[src/rtl/core_pkg.sv]
// Shared core types and constants for the RV32 front end.
// The fetch entry carries one instruction together with its PC and access-fault flag.
package core_pkg;
  localparam int XLEN = 32;
  localparam int INSTR_BYTES = 4;
  localparam logic [31:0] NOP_INSTR = 32'h0000_0013;

  typedef struct packed {
    logic            fault;
    logic [XLEN-1:0] pc;
    logic [31:0]     instr;
  } fetch_entry_t;
endpackage

[src/rtl/instr_fetch_unit_if.sv]
// Fetch unit bus: instruction memory request/response, decode handshake and control.
// The master side is the fetch unit; the slave side is memory plus decode.
interface instr_fetch_unit_if #(
  parameter int XLEN = 32
);
  logic            imem_req_valid;
  logic            imem_req_ready;
  logic [XLEN-1:0] imem_req_addr;
  logic            imem_rsp_valid;
  logic [31:0]     imem_rsp_data;
  logic            imem_rsp_err;
  logic            instr_valid;
  logic            instr_ready;
  logic [31:0]     instr_out;
  logic [XLEN-1:0] instr_pc;
  logic            instr_fault;
  logic            redirect_valid;
  logic [XLEN-1:0] redirect_pc;
  logic            halt;

  modport master (
    output imem_req_valid, imem_req_addr,
    input  imem_req_ready,
    input  imem_rsp_valid, imem_rsp_data, imem_rsp_err,
    output instr_valid, instr_out, instr_pc, instr_fault,
    input  instr_ready,
    input  redirect_valid, redirect_pc, halt
  );

  modport slave (
    input  imem_req_valid, imem_req_addr,
    output imem_req_ready,
    output imem_rsp_valid, imem_rsp_data, imem_rsp_err,
    input  instr_valid, instr_out, instr_pc, instr_fault,
    output instr_ready,
    output redirect_valid, redirect_pc, halt
  );
endinterface

[src/rtl/fetch_buffer.sv]
// Synchronous FIFO of fetch entries with flush; push and pop may occur together.
// Storage is not reset, only the pointers and the count.
module fetch_buffer
  import core_pkg::*;
#(
  parameter int DEPTH = 4
) (
  input  logic                       clk,
  input  logic                       rst_n,
  input  logic                       push,
  input  logic                       pop,
  input  logic                       flush,
  input  fetch_entry_t               wr_entry,
  output fetch_entry_t               head,
  output logic                       empty,
  output logic [$clog2(DEPTH+1)-1:0] count
);
  localparam int CW = $clog2(DEPTH+1);
  localparam int PW = $clog2(DEPTH);

  fetch_entry_t   mem [DEPTH];
  logic [PW-1:0]  rd_ptr;
  logic [PW-1:0]  wr_ptr;
  logic           do_push;
  logic           do_pop;

  function automatic logic [PW-1:0] ptr_inc(input logic [PW-1:0] p);
    return (p == PW'(DEPTH - 1)) ? '0 : p + 1'b1;
  endfunction

  assign empty   = (count == '0);
  assign do_pop  = pop && !empty;
  // A full buffer still accepts a push when the head leaves in the same cycle.
  assign do_push = push && ((count != CW'(DEPTH)) || do_pop);
  assign head    = mem[rd_ptr];

  always_ff @(posedge clk) begin
    if (!rst_n || flush) begin
      rd_ptr <= '0;
      wr_ptr <= '0;
      count  <= '0;
    end else begin
      if (do_push) wr_ptr <= ptr_inc(wr_ptr);
      if (do_pop)  rd_ptr <= ptr_inc(rd_ptr);
      count <= count + CW'(do_push) - CW'(do_pop);
    end
  end

  always_ff @(posedge clk) begin
    if (do_push) mem[wr_ptr] <= wr_entry;
  end
endmodule

[src/rtl/instr_fetch_unit.sv]
// RV32 instruction fetch front end: sequential word fetch, in-order response buffering,
// decode handshake and redirect with discard of stale in-flight fetches.
module instr_fetch_unit #(
  parameter int              XLEN     = 32,
  parameter logic [XLEN-1:0] RESET_PC = '0,
  parameter int              DEPTH    = 4
) (
  input logic               clk,
  input logic               rst_n,
  instr_fetch_unit_if.master bus
);
  import core_pkg::*;

  localparam int CW = $clog2(DEPTH + 1);
  localparam logic [CW:0] DEPTH_W = (CW + 1)'(DEPTH);

  logic [XLEN-1:0] fetch_pc;
  logic [XLEN-1:0] rsp_pc;
  logic [CW-1:0]   outstanding;
  logic [CW-1:0]   drop_cnt;
  logic [CW-1:0]   buf_count;
  logic [CW:0]     inflight;
  logic            buf_empty;
  fetch_entry_t    buf_head;
  fetch_entry_t    buf_wr;
  logic            req_fire;
  logic            rsp_keep;
  logic            pop;
  logic [XLEN-1:0] redirect_base;

  // Outstanding plus buffered never exceeds DEPTH, so a response always has a slot.
  assign inflight           = {1'b0, outstanding} + {1'b0, buf_count};
  assign bus.imem_req_valid = rst_n && !bus.halt && !bus.redirect_valid && (inflight < DEPTH_W);
  assign bus.imem_req_addr  = fetch_pc;
  assign req_fire           = bus.imem_req_valid && bus.imem_req_ready;

  assign rsp_keep      = bus.imem_rsp_valid && (drop_cnt == '0) && !bus.redirect_valid;
  assign redirect_base = {bus.redirect_pc[XLEN-1:2], 2'b00};
  assign pop           = bus.instr_valid && bus.instr_ready;

  assign buf_wr = '{fault: bus.imem_rsp_err, pc: rsp_pc, instr: bus.imem_rsp_data};

  always_ff @(posedge clk) begin
    if (!rst_n) begin
      fetch_pc    <= RESET_PC;
      rsp_pc      <= RESET_PC;
      outstanding <= '0;
      drop_cnt    <= '0;
    end else begin
      outstanding <= outstanding + CW'(req_fire) - CW'(bus.imem_rsp_valid);
      if (bus.redirect_valid) begin
        // No request can be accepted this cycle, so every older fetch still in flight is stale.
        fetch_pc <= redirect_base;
        rsp_pc   <= redirect_base;
        drop_cnt <= outstanding - CW'(bus.imem_rsp_valid);
      end else begin
        if (req_fire) fetch_pc <= fetch_pc + XLEN'(INSTR_BYTES);
        if (rsp_keep) begin
          rsp_pc <= rsp_pc + XLEN'(INSTR_BYTES);
        end else if (bus.imem_rsp_valid) begin
          drop_cnt <= drop_cnt - 1'b1;
        end
      end
    end
  end

  fetch_buffer #(
    .DEPTH(DEPTH)
  ) u_fetch_buffer (
    .clk      (clk),
    .rst_n    (rst_n),
    .push     (rsp_keep),
    .pop      (pop),
    .flush    (bus.redirect_valid),
    .wr_entry (buf_wr),
    .head     (buf_head),
    .empty    (buf_empty),
    .count    (buf_count)
  );

  always_comb begin
    bus.instr_valid = !buf_empty;
    bus.instr_out   = NOP_INSTR;
    bus.instr_pc    = '0;
    bus.instr_fault = 1'b0;
    if (!buf_empty) begin
      bus.instr_out   = buf_head.instr;
      bus.instr_pc    = buf_head.pc;
      bus.instr_fault = buf_head.fault;
    end
  end
endmodule

[src/flat_wrapper.sv]
// flat-port wrapper written by rule: the top's interface ports become plain ports
module instr_fetch_unit_flat import core_pkg::*;
#(
  parameter int              XLEN     = 32,
  parameter logic [XLEN-1:0] RESET_PC = '0,
  parameter int              DEPTH    = 4
)
  (clk, rst_n, bus_imem_req_valid, bus_imem_req_addr, bus_imem_req_ready, bus_imem_rsp_valid, bus_imem_rsp_data, bus_imem_rsp_err, bus_instr_valid, bus_instr_out, bus_instr_pc, bus_instr_fault, bus_instr_ready, bus_redirect_valid, bus_redirect_pc, bus_halt);
  instr_fetch_unit_if #(.XLEN(XLEN)) bus_i ();
  input logic clk;
  input logic rst_n;
  output wire logic [$bits(bus_i.imem_req_valid)-1:0] bus_imem_req_valid;
  output wire logic [$bits(bus_i.imem_req_addr)-1:0] bus_imem_req_addr;
  input wire logic [$bits(bus_i.imem_req_ready)-1:0] bus_imem_req_ready;
  input wire logic [$bits(bus_i.imem_rsp_valid)-1:0] bus_imem_rsp_valid;
  input wire logic [$bits(bus_i.imem_rsp_data)-1:0] bus_imem_rsp_data;
  input wire logic [$bits(bus_i.imem_rsp_err)-1:0] bus_imem_rsp_err;
  output wire logic [$bits(bus_i.instr_valid)-1:0] bus_instr_valid;
  output wire logic [$bits(bus_i.instr_out)-1:0] bus_instr_out;
  output wire logic [$bits(bus_i.instr_pc)-1:0] bus_instr_pc;
  output wire logic [$bits(bus_i.instr_fault)-1:0] bus_instr_fault;
  input wire logic [$bits(bus_i.instr_ready)-1:0] bus_instr_ready;
  input wire logic [$bits(bus_i.redirect_valid)-1:0] bus_redirect_valid;
  input wire logic [$bits(bus_i.redirect_pc)-1:0] bus_redirect_pc;
  input wire logic [$bits(bus_i.halt)-1:0] bus_halt;
  assign bus_imem_req_valid = bus_i.imem_req_valid;
  assign bus_imem_req_addr = bus_i.imem_req_addr;
  assign bus_i.imem_req_ready = bus_imem_req_ready;
  assign bus_i.imem_rsp_valid = bus_imem_rsp_valid;
  assign bus_i.imem_rsp_data = bus_imem_rsp_data;
  assign bus_i.imem_rsp_err = bus_imem_rsp_err;
  assign bus_instr_valid = bus_i.instr_valid;
  assign bus_instr_out = bus_i.instr_out;
  assign bus_instr_pc = bus_i.instr_pc;
  assign bus_instr_fault = bus_i.instr_fault;
  assign bus_i.instr_ready = bus_instr_ready;
  assign bus_i.redirect_valid = bus_redirect_valid;
  assign bus_i.redirect_pc = bus_redirect_pc;
  assign bus_i.halt = bus_halt;
  instr_fetch_unit #(.XLEN(XLEN), .RESET_PC(RESET_PC), .DEPTH(DEPTH)) u_core (.clk(clk), .rst_n(rst_n), .bus(bus_i));
endmodule
[config.mk]
export PLATFORM = sky130hd
export DESIGN_NAME = instr_fetch_unit_flat
export DESIGN_NICKNAME = d
export VERILOG_FILES = /design/src/rtl/core_pkg.sv /design/src/rtl/instr_fetch_unit_if.sv /design/src/rtl/fetch_buffer.sv /design/src/rtl/instr_fetch_unit.sv /design/src/flat_wrapper.sv
export SDC_FILE = /design/constraint.sdc
export NUM_CORES = 1
export LEC_CHECK = 0
export ABC_AREA = 1
export BUFFER_PORTS_ARGS = -buffer_cell sky130_fd_sc_hd__buf_2
export CAP_MARGIN = 15
export CORE_AREA = 4 4 203 205
export CTS_CLUSTER_SIZE = 8
export DETAILED_ROUTE_END_ITERATION = 10
export DIE_AREA = 0 0 207 209
export SLEW_MARGIN = 20
export SYNTH_ARGS = -nofsm -noshare
export SYNTH_HDL_FRONTEND = slang
export SYNTH_HIERARCHICAL = 1
export SYNTH_SLANG_ARGS = --single-unit
[constraint.sdc]
create_clock -name clk -period 8.9 [get_ports clk]
set_input_delay 1.335 -clock clk [delete_from_list [all_inputs] [get_ports clk]]
set_output_delay 1.335 -clock clk [all_outputs]
set_load 0.02 [all_outputs]
======== Word-level counts from Yosys, hierarchy flattened ========
Memories as Yosys holds them, arrays and structs flattened. A register that Yosys moved wholly into a read port is not among the register bits.
Index checks and enable logic that the tools add are counted.
storage, ports and cells
  output and inout port bits .............. 99
  bits in latches ......................... 0
  bits in registers ....................... 77
  input port bits ......................... 72
  memory bits (writable) .................. 260
  word-level logic and storage cells ...... 65
  bits in read-only memories .............. 0
  memories ................................ 1
memory list
  name                       depth  bits a word  read ports  clocked after Yosys merged registers in  write ports  line                RTL
  u_core.u_fetch_buffer.mem  4      65           1           1                                        1            fetch_buffer.sv:21  fetch_entry_t mem [DEPTH];
operators by class
  $mul .................................... 0
  reductions and logical operators ........ 22
  div/mod/pow operators ................... 0
  $add $sub $neg .......................... 11
  shift-type cells ........................ 0
  order comparisons ....................... 1
  mux-type cells .......................... 16
  bitwise gates (word level) .............. 1
  eq/ne operators ......................... 4
operator list
  kind                     count
  $mux W32                 6
  $add A32 B3 Y32 const B  2
  $logic_and A1 B1 Y1      9
  $mux W3                  3
  $sub A3 B1 Y3            3
  $mux W2                  4
  $add A3 B1 Y3            2
  $logic_not A3 Y1         2
  $reduce_bool A2 Y1       3
  $add A2 B1 Y2 const B    2
  $add A3 B3 Y4            1
  $eq A2 B2 Y1 const B     2
  $logic_not A1 Y1         4
  $lt A4 B3 Y1 const B     1
  $mux W1                  3
  $ne A3 B3 Y1 const B     1
  $sub A3 B1 Y3 const B    1
  $logic_or A1 B1 Y1       2
  $ne A2 B2 Y1 const B     1
  $reduce_and A2 Y1        1
  $reduce_or A2 Y1         1
  $not A1 Y1               1

======== Longest topological paths before layout ========
Gate-level depths: netlist of run 1.
  depth after elaboration ................. 8
  depth in mapped cells ................... 17

======== Cells and area by module ========
The synthesis of run 1 kept the hierarchy.
by module, submodules not included
  module            instances  area an instance (µm²)  sequential area each (µm²)  cells each
  fetch_buffer      1          10462.5                 7987.7                      701
  instr_fetch_unit  1          5185.0                  1321.3                      885

======== Worst setup path before layout of run 1 ========
OpenSTA, ideal clock, no wires.
  path kind ............................... input port to flip-flop
  from .................................... input port bus_imem_rsp_valid
  to ...................................... memory u_core/u_fetch_buffer/mem[0][0] (netlist bit), enable pin
  arrival ................................. 4.867 ns
  stages on the path ...................... 7
  slack ................................... 3.544 ns
  data required time ...................... 8.412 ns
  cell sequence ........................... nand2_1 nor2_2 inv_1 nor2_2 buf_2 nand2_1 nor2_1
on the way
  word-level cells in the longest chain between the ends .. 5
ends and longest elaborated chain
  item                               line                    RTL
  start: declaration                 flat_wrapper.sv:15      input wire logic [$bits(bus_i.imem_rsp_valid)-1:0] bus_imem_rsp_valid;
  $logic_and A1 B1 Y1 (2 in series)  instr_fetch_unit.sv:37  assign rsp_keep = bus.imem_rsp_valid && (drop_cnt == '0) && !bus.redirect_valid;
  via u_core.rsp_keep                instr_fetch_unit.sv:27  logic rsp_keep;
  $logic_and A1 B1 Y1                fetch_buffer.sv:34      assign do_push = push && ((count != CW'(DEPTH)) || do_pop);
  $mux W1                            fetch_buffer.sv:50      if (do_push) mem[wr_ptr] <= wr_entry;
  $mux W1 (not written as such)      fetch_buffer.sv:50
  end: declaration                   fetch_buffer.sv:21
The timed path passes the listed nets, and every way through them passes these cells.

==> impl_metrics.tcl, run 1 <==
set metrics [dict create \
    outcome "finished, final reports clean" \
    criticalPathCategory "reg2out" \
    portBuffers 166 \
    grt_max_degree 83 \
    pwr-share-clk 0.441 \
    postRouteAntennaNets 0 \
    initial_core_util 0.397 \
    clockBufferDepth 3 \
    synth.distinct_cells 46 \
    post_cts_buffers 0 \
    clkSinkCount 335 \
    switching_share 0.228 \
    async_reset_ff_frac 0 \
    core_mm2 0.0395 \
    gp_congestion 0.878 \
    finalSetupViolCount 0 \
    skew_ps 13.5 \
    critPathMaxFanout 67 \
    slew_viol_final 0 \
    groute.usage.overall 0.174 \
    wl_per_cell_um 16.8 \
    synthFlopType "edfxtp_1" \
    crit_path_frequent_cell "nor2_1" \
    drt_iter0_markers 730 \
    max_freq_ghz 0.218 \
    wirelength_mm 38.4 \
    pwr-share-seq 0.494 \
    cpPeakStageDelay_ps 880 \
    fin_ws_ps 4320 \
    setup_tns_ps 0 \
    synth_edf_count 260 \
    critPathTopFamily "buffers and inverters" \
    layout_min_cycle_time_ps 4580 \
    drc 0 \
    worstPathCellList "inv_6 > buf_4 > nor2_1 > o22ai_1 > inv_1 > nor2_1 > buf_2" \
    cts_root_buffer "clkbuf_16" \
    required_ps 7570 \
    max-vdd-ir-drop_mv 0.148 \
    dr.pass1.iters 5 \
    dpl.hpwl_mm 23.7 \
    grt_pass1_wl_mm 61.1 \
    diodes 0 \
    slowest_stage "buf_4" \
    path_buf_inv 4 \
    hold_violations 0 \
    clk_latency_ps 560 \
    worstMarginPinSlew_ps 1040 \
    yosysSeqAreaShare 0.595 \
    p_leak_nw 7.03 \
    period_share 0.515 \
    worst-endpoint-arrival_ps 3240 \
    syn_area_mm2 0.0156 \
    ys_top_cells_by_area "edfxtp_1 50%, dfxtp_1 9.6%, nor2_1 5.9%, nand2_1 5.0%, inv_1 4.4%" \
    endpoint_kind "primary output" \
    hold_buffers 0 \
    nFillCells 3746 \
    cts_tree "built" \
    synth_top_area_cell "edfxtp_1" \
    dp_slack_ps 4700 \
    startpoint_type "flip-flop" \
    yosys_warnings 6 \
    dieArea_mm2 0.0433 \
    cts_resized 0 \
    via_count 11561 \
    switching_power_w 0.000823 \
    fp.dieW_um 207 \
    hold_class "reg2reg" \
    ios 171 \
    die_h_um 209 \
    slew_headroom 0.304 \
    path_clk_slew_ps 50 \
    drive_above_1_share 0.194 \
    grt.overflow.total 0 \
    htree_levels 2 \
    p_comb_frac 0.065 \
    fp-row-count 73 \
    syn_inst 1586 \
    power_density_mw_per_mm2 199 \
    ys_ff_latch 335 \
    grt_pass1_vias 11422 \
    yosysTopAreaCellShare 0.499 \
    syn_to_final_growth_pct 15.9 \
    numCtsBuffers 47 \
    rsz0062_at_grt "false" \
    finalNetCount 1839 \
    avgSynthCellArea_um2 9.87 \
    antenna_found_initial 0 \
    post_drt_via_cell_ratio 5.06 \
    internal_power_w 0.00278 \
    maxCapViolations 0 \
]
[per-layer routing]
metal	up-vias	global-route usage	wire length (um)
met5	-	0	0
met1	5461	0.235	17100
met3	57	0.0345	2540
met2	378	0.288	18000
li1	5665	-	-
met4	0	0.0454	719
[power by group through the flow]
stage / clock (W) / combinational [W] / sequential (W)
detailed placement: 0 / 0.000237 / 0.00181
finish: 0.00159 / 0.000235 / 0.00178
global route: 0.00171 / 0.000267 / 0.00178
floorplan: 0 / 0.000147 / 0.00181
global placement: 0 / 0.000233 / 0.00181
CTS: 0.00164 / 0.000238 / 0.00178
[path summary, 6_finish.rpt]
path	from	to	slack [ps]	depth (start not counted)
hold reg to reg	u_core/drop_cnt[1]$_SDFFE_PN0P_	u_core/drop_cnt[1]$_SDFFE_PN0P_	510	2
setup / recovery	flip-flop	bus_instr_pc[22]	4320	7
hold / removal	u_core/drop_cnt[1]$_SDFFE_PN0P_	u_core/drop_cnt[1]$_SDFFE_PN0P_	510	2
setup reg to reg	u_core/u_fetch_buffer/count[1]$_SDFF_PP0_	u_core/u_fetch_buffer/mem[2][30]$_DFFE_PP_	5540	9
[cell usage after synthesis (2+ instances only)]
cell and number:
edfxtp_1 260, nor2_1 245, nand2_1 210, inv_1 185
o21ai_0 122, dfxtp_1 75, nand3_1 74, o21ai_1 48
o22ai_1 45, a21oi_1 40, clkbuf_1 37, nor2_4 28
a31oi_1 20, o22ai_2 20, buf_2 19, nor3_1 19
ha_1 17, xor2_1 13, nand4_1 12, buf_6 11
nor2_2 11, or2_2 11, inv_2 9, nand2_2 8
o21ai_2 5, buf_4 4, xnor2_1 4, a211oi_1 3
buf_12 3, nand3_2 3, nand3b_1 3, nor3_2 3
o211ai_1 3, fa_1 2, nand2_4 2, o21a_1 2
[cell usage in the layout (no fill, tap or decap), drive strengths merged]
cell type / instances
a211oi: 3
a21oi: 41
a31oi: 20
and2: 1
and3: 1
buf: 178
clkbuf: 60
clkinv: 2
conb: 10
dfxtp: 75
edfxtp: 260
fa: 2
ha: 17
inv: 196
nand2: 220
nand3: 78
nand3b: 3
nand4: 12
nor2: 284
nor3: 23
nor3b: 2
o211ai: 3
o21a: 2
o21ai: 175
o22ai: 65
or2: 11
xnor2: 4
xor2: 13
[registers in the layout, summed over array words and instances (netlist names), named ones only]
signal	flops
u_core/bus.imem_req_addr	30
u_core/u_fetch_buffer/wr_ptr	2
u_core/u_fetch_buffer/mem	260
u_core/u_fetch_buffer/count	3
u_core/u_fetch_buffer/rd_ptr	2
u_core/outstanding	3
u_core/rsp_pc	30
u_core/drop_cnt	3
[layout make-up]
type | count | area (um2) | share of cell area
flip-flops and latches | 335 | 9310 | 0.513
multi-input cells | 990 | 5210 | 0.287
clock buffers | 60 | 1250 | 0.0687
repair buffers | 178 | 921 | 0.0508
inverters | 196 | 742 | 0.0409
well taps | 525 | 657 | 0.0362
clock inverters | 2 | 50.0 | 0.00276
[stage by stage]
step           total power (W)  hold slack, ps  std cells  utilization  area, um2
6_report               0.00361             509       2286        0.460      18100
5_1_grt                0.00376             547       2286        0.460      18100
4_1_cts                0.00366             511       2286        0.460      18100
3_5_place_dp           0.00205             499       2224        0.427      16800
3_3_place_gp           0.00204             491       2224        0.427      16800
2_1_floorplan          0.00195             470       1595            -      15700
[kinds of logic after synthesis]
group                      after synthesis  synth area share
adders and majority gates               19            0.0162
and+or+nand+nor                        635             0.187
xor gates and xnor gates                17           0.00952
buffers and inverters                  270            0.0760
other                                    1          0.000240
DFF                                    335             0.595
AOI/OAI and AO/OA                      309             0.116
[tightest hold or removal path, stage by stage, from the launching register on]
cell	delay, ps
dfxtp_1	290
inv_1	90
a211oi_1	80
(Power assumes the default switching activity.)
==> inputs of run 2 (changes only) <==
==> constraint.sdc (replaced) <==
create_clock -name clk -period 4.1 [get_ports clk]
set_input_delay 0.615 -clock clk [delete_from_list [all_inputs] [get_ports clk]]
set_output_delay 0.615 -clock clk [all_outputs]
set_load 0.02 [all_outputs]
==> impl_metrics.tcl, run 2 (same netlist as run 1, synthesis figures left out) <==
set metrics [dict create \
    outcome "finished, final reports clean" \
    drc 0 \
    core_mm2 0.0395 \
    slowest_stage "dfxtp_4" \
    groute.usage.overall 0.176 \
    drive_above_1_share 0.198 \
    ff2ff_setup_slack_ps 1280 \
    largest-register "u_core/u_fetch_buffer/mem" \
    drt_iter0_markers 589 \
    syn_to_final_growth_pct 17.3 \
    grt_pass1_wl_mm 61.6 \
    slew_headroom 0.396 \
    clk_latency_ps 590 \
    numCtsBuffers 48 \
    endpoint_kind "primary output" \
    period_share 0.788 \
    initial_core_util 0.397 \
    layout_min_cycle_time_ps 3230 \
    critPathMaxFanout 60 \
    cts_resized 0 \
    wl_per_cell_um 17.0 \
    hold_violations 0 \
    cts_tree "built" \
    mostFrequentLayoutCells "260 x edfxtp_1, 241 x nor2_1, 210 x nand2_1" \
    criticalPathCategory "reg2out" \
    reg2reg_from "u_core/u_fetch_buffer/count[1]$_SDFF_PP0_" \
    diodes 0 \
    worst-endpoint-arrival_ps 2620 \
    post_cts_buffers 0 \
    grt_pass1_vias 11271 \
    finalNonFillerCells 2301 \
    fp.dieW_um 207 \
    worstPathCellList "buf_4 > o21ai_0 > o22ai_1 > inv_1 > nor2_1 > buf_2" \
    ios 171 \
    cpPeakStageDelay_ps 580 \
    grt.overflow.total 0 \
    max_freq_ghz 0.310 \
    portBuffers 166 \
    skew_ps 25.6 \
    grt_max_degree 68 \
    worstMarginPinSlew_ps 907 \
    cts_root_buffer "clkbuf_16" \
    p_leak_nw 7.12 \
    switching_power_w 0.00182 \
    required_ps 3480 \
    postRouteAntennaNets 0 \
    path_clk_slew_ps 50 \
    fp-row-count 73 \
    r2r_cells 9 \
    wirelength_mm 39.0 \
    p_comb_frac 0.065 \
    gp_congestion 0.904 \
    startpoint_type "flip-flop" \
    pwr-share-seq 0.486 \
    finalNetCount 1848 \
    maxCapViolations 0 \
    power_density_mw_per_mm2 433 \
    hold_class "in2reg" \
    antenna_found_initial 0 \
    switching_share 0.229 \
    dr.pass1.iters 5 \
    via_count 11566 \
    slew_viol_final 0 \
    layout_commonest_cell "edfxtp_1" \
    internal_power_w 0.00613 \
    rr_endpoint "u_core/u_fetch_buffer/mem[3][32]$_DFFE_PP_" \
    rsz0062_at_grt "false" \
    largest_reg_flops 260 \
    worstHoldStart "bus_imem_rsp_data[7]" \
    hold_path_depth 1 \
    htree_levels 2 \
    dp.cells 2232 \
    post_drt_via_cell_ratio 5.03 \
    clockBufferDepth 3 \
    pwr-share-clk 0.448 \
    dieArea_mm2 0.0433 \
    dpl.hpwl_mm 24.7 \
    clkSinkCount 335 \
    die_h_um 209 \
    hold_end "u_core/u_fetch_buffer/mem[1][7]$_DFFE_PP_" \
    max-vdd-ir-drop_mv 0.323 \
    total_power_w 0.00795 \
    hold_buffers 0 \
    finalSetupViolCount 0 \
]
-- run 2: per-stage QoR --
stage          TNS [ps]   util  area (um2)  hold WS (ps)  setup slack [ps]
3_3_place_gp          0  0.431       17000           490              1160
3_5_place_dp          0  0.431       17000           502              1120
5_1_grt               0  0.465       18400           242               637
2_1_floorplan   -143530      -       15700           470              -552
4_1_cts               0  0.465       18400           225               804
6_report              0  0.465       18400           262               869
-- run 2: area by class of cell --
cell class                      instances  area [um2]
Inverter                              196         742
Multi-Input combinational cell        990        5210
Tap cell                              525         657
Clock inverter                          3        47.5
Clock buffer                           66        1300
Sequential cell                       335        9310
Timing Repair Buffer                  186        1080
Fill cell                            3738       21100
-- run 2: power groups by stage --
stage	clock [W]	sequential [W]	combinational, W
after floorplan	0	0.00393	0.000318
after global placement	0	0.00392	0.000514
after detailed placement	0	0.00393	0.000524
after CTS	0.00367	0.00386	0.000526
after global routing	0.00382	0.00387	0.000590
final	0.00356	0.00386	0.000520
-- run 2: how the worst max path moves through the flow --
stage,from,end,slack (ps),cells after the start
floorplan,u_core/u_fetch_buffer/count[1]$_SDFF_PP0_,u_core/u_fetch_buffer/mem[0][0]$_DFFE_PP_,-550,9
global placement,bus_imem_rsp_valid,u_core/u_fetch_buffer/count[2]$_SDFF_PP0_,1160,15
detailed placement,bus_imem_rsp_valid,u_core/u_fetch_buffer/mem[3][28]$_DFFE_PP_,1120,8
CTS,flip-flop,bus_instr_pc[22],800,7
global route,flip-flop,bus_instr_pc[24],640,6
finish,flip-flop,bus_instr_pc[24],870,6
-- run 2: metal layers --
metal / wire length, um / share of wire / vias up / global-route usage
li1: - / - / 5690 / -
met1: 17600 / 0.45 / 5445 / 0.240
met2: 18000 / 0.46 / 363 / 0.285
met3: 2440 / 0.062 / 68 / 0.0312
met4: 1040 / 0.027 / 0 / 0.0622
met5: 0 / 0 / - / 0
-- run 2: critical path: cells and delay by family, from the launching register on --
kind | cells | cell delay (ps)
buffers and inverters | 3 | 840
AO/OA/AOI/OAI | 2 | 420
flip-flops | 1 | 580
AND/OR/NAND/NOR | 1 | 170
==> inputs of run 3 (changes only) <==
==> constraint.sdc (replaced) <==
create_clock -name clk -period 3 [get_ports clk]
set_input_delay 0.45 -clock clk [delete_from_list [all_inputs] [get_ports clk]]
set_output_delay 0.45 -clock clk [all_outputs]
set_load 0.02 [all_outputs]
==> impl_metrics.tcl, run 3 (same netlist as run 1, synthesis figures left out) <==
set metrics [dict create \
    syn_to_final_growth_pct 17.1 \
    required_ps 2550 \
    reg2reg_from "u_core/u_fetch_buffer/count[1]$_SDFF_PP0_" \
    grt_pass1_wl_mm 61.3 \
    largest_reg_flops 260 \
    skew_ps 22.9 \
    dr.pass1.iters 5 \
    hold_violations 0 \
    p_leak_nw 7.12 \
    dieArea_mm2 0.0433 \
    hold_end "u_core/u_fetch_buffer/mem[2][8]$_DFFE_PP_" \
    htree_levels 2 \
    dpl.hpwl_mm 24.7 \
    finalSetupViolCount 0 \
    post_cts_buffers 0 \
    die_h_um 209 \
    grt.overflow.total 0 \
    maxCapViolations 0 \
    slew_viol_final 0 \
    post_drt_via_cell_ratio 5.03 \
    ios 171 \
    path_clk_slew_ps 50 \
    endpoint_kind "primary output" \
    drc 0 \
    dp.cells 2239 \
    hold_path_depth 1 \
    largest-register "u_core/u_fetch_buffer/mem" \
    hold_class "in2reg" \
    clkSinkCount 335 \
    core_mm2 0.0395 \
    slowest_stage "dfxtp_4" \
    startpoint_type "flip-flop" \
    mostFrequentLayoutCells "260 x edfxtp_1, 241 x nor2_1, 210 x nand2_1" \
    rr_endpoint "u_core/u_fetch_buffer/count[2]$_SDFF_PP0_" \
    setup_tns_ps 0 \
    slew_headroom 0.392 \
    layout_commonest_cell "edfxtp_1" \
    fp-row-count 73 \
    clockBufferDepth 3 \
    wl_per_cell_um 16.7 \
    r2r_cells 16 \
    initial_core_util 0.397 \
    max-vdd-ir-drop_mv 0.457 \
    layout_min_cycle_time_ps 2830 \
    worstPathCellList "inv_8 > buf_4 > o21ai_0 > o22ai_2 > inv_1 > nor2_1 > buf_2" \
    placed_area_mm2 0.0171 \
    outcome "finished, final reports clean" \
    criticalPathCategory "reg2out" \
    finalNetCount 1854 \
    cts_tree "built" \
    grt_max_degree 67 \
    antenna_found_initial 0 \
    max_freq_ghz 0.353 \
    postRouteAntennaNets 0 \
    finalNonFillerCells 2302 \
    wirelength_mm 38.5 \
    diodes 0 \
    fin_area_mm2 0.0183 \
    post-route-util 0.464 \
    worstHoldStart "bus_imem_rsp_data[8]" \
    gp_congestion 0.867 \
    rsz0062_at_grt "false" \
    worst-endpoint-arrival_ps 2380 \
    groute.usage.overall 0.173 \
    critPathTopFamily "buffers and inverters" \
    drt_iter0_markers 731 \
    drive_above_1_share 0.199 \
    cts_root_buffer "clkbuf_16" \
    ff2ff_setup_slack_ps 420 \
    clk_latency_ps 540 \
    period_share 0.944 \
    nFillCells 3775 \
    fp.dieW_um 207 \
    grt_pass1_vias 11224 \
    path_buf_inv 4 \
    via_count 11570 \
    worstMarginPinSlew_ps 911 \
    cpPeakStageDelay_ps 450 \
    portBuffers 166 \
    numCtsBuffers 47 \
    power_density_mw_per_mm2 579 \
    critPathMaxFanout 65 \
]
run 3: metrics by stage:
step                total power (W)  setup WS (ps)  hold WS, ps
floorplan                   0.00580           -608          470
global placement            0.00607            445          491
detailed placement          0.00609            424          501
CTS                          0.0107           22.3          111
global route                 0.0110           15.0          121
finish                       0.0106            167          138
run 3: how the worst max path moves through the flow:
stage	from	end	slack, ps	cells after the start
finish	flip-flop	bus_instr_out[8]	170	7
CTS	flip-flop	bus_instr_out[8]	20	7
floorplan	u_core/u_fetch_buffer/count[1]$_SDFF_PP0_	u_core/u_fetch_buffer/mem[0][0]$_DFFE_PP_	-610	9
detailed placement	u_core/u_fetch_buffer/count[1]$_SDFF_PP0_	u_core/u_fetch_buffer/count[2]$_SDFF_PP0_	420	16
global placement	u_core/u_fetch_buffer/count[1]$_SDFF_PP0_	u_core/u_fetch_buffer/count[2]$_SDFF_PP0_	440	16
global route	flip-flop	bus_instr_out[14]	20	7
run 3: final cells by class:
type | count | area (um2) | share of cell area
multi-input cells | 990 | 5210 | 0.285
repair buffers | 193 | 1150 | 0.0628
well taps | 525 | 657 | 0.0359
clock inverters | 1 | 8.76 | 0.000478
clock buffers | 62 | 1230 | 0.0673
flip-flops and latches | 335 | 9310 | 0.508
inverters | 196 | 744 | 0.0406
run 3: metal layers:
metal / GRT usage / up-vias / wire length [um]
met3: 0.0318 / 57 / 2250
met4: 0.0378 / 0 / 728
met2: 0.286 / 345 / 17700
li1: - / 5700 / -
met5: 0 / - / 0
met1: 0.241 / 5468 / 17900
run 3: worst reg2reg max path, stage by stage, from the launching register on:
cell	delay [ps]
dfxtp_1	410
inv_1	80
nand3_1	190
inv_2	80
nor2_1	300
nor2_1	70
nand2_1	150
nand2_1	100
ha_1	290
inv_1	60
ha_1	130
inv_1	40
fa_1	360
inv_1	80
nand2_1	50
nand2_1	60
nor2_1	40
run 3: power by group:
part	switching [W]	internal [W]	total [W]
combinational	0.000467	0.000250	0.000718
sequential	0.000130	0.00515	0.00528
clock	0.00180	0.00280	0.00461
total	0.00240	0.00821	0.0106
run 3: timing repair:
action,in CTS,in global routing
endpoints found under the setup margin,0,21
hold buffers,0,0
resized for setup,0,2
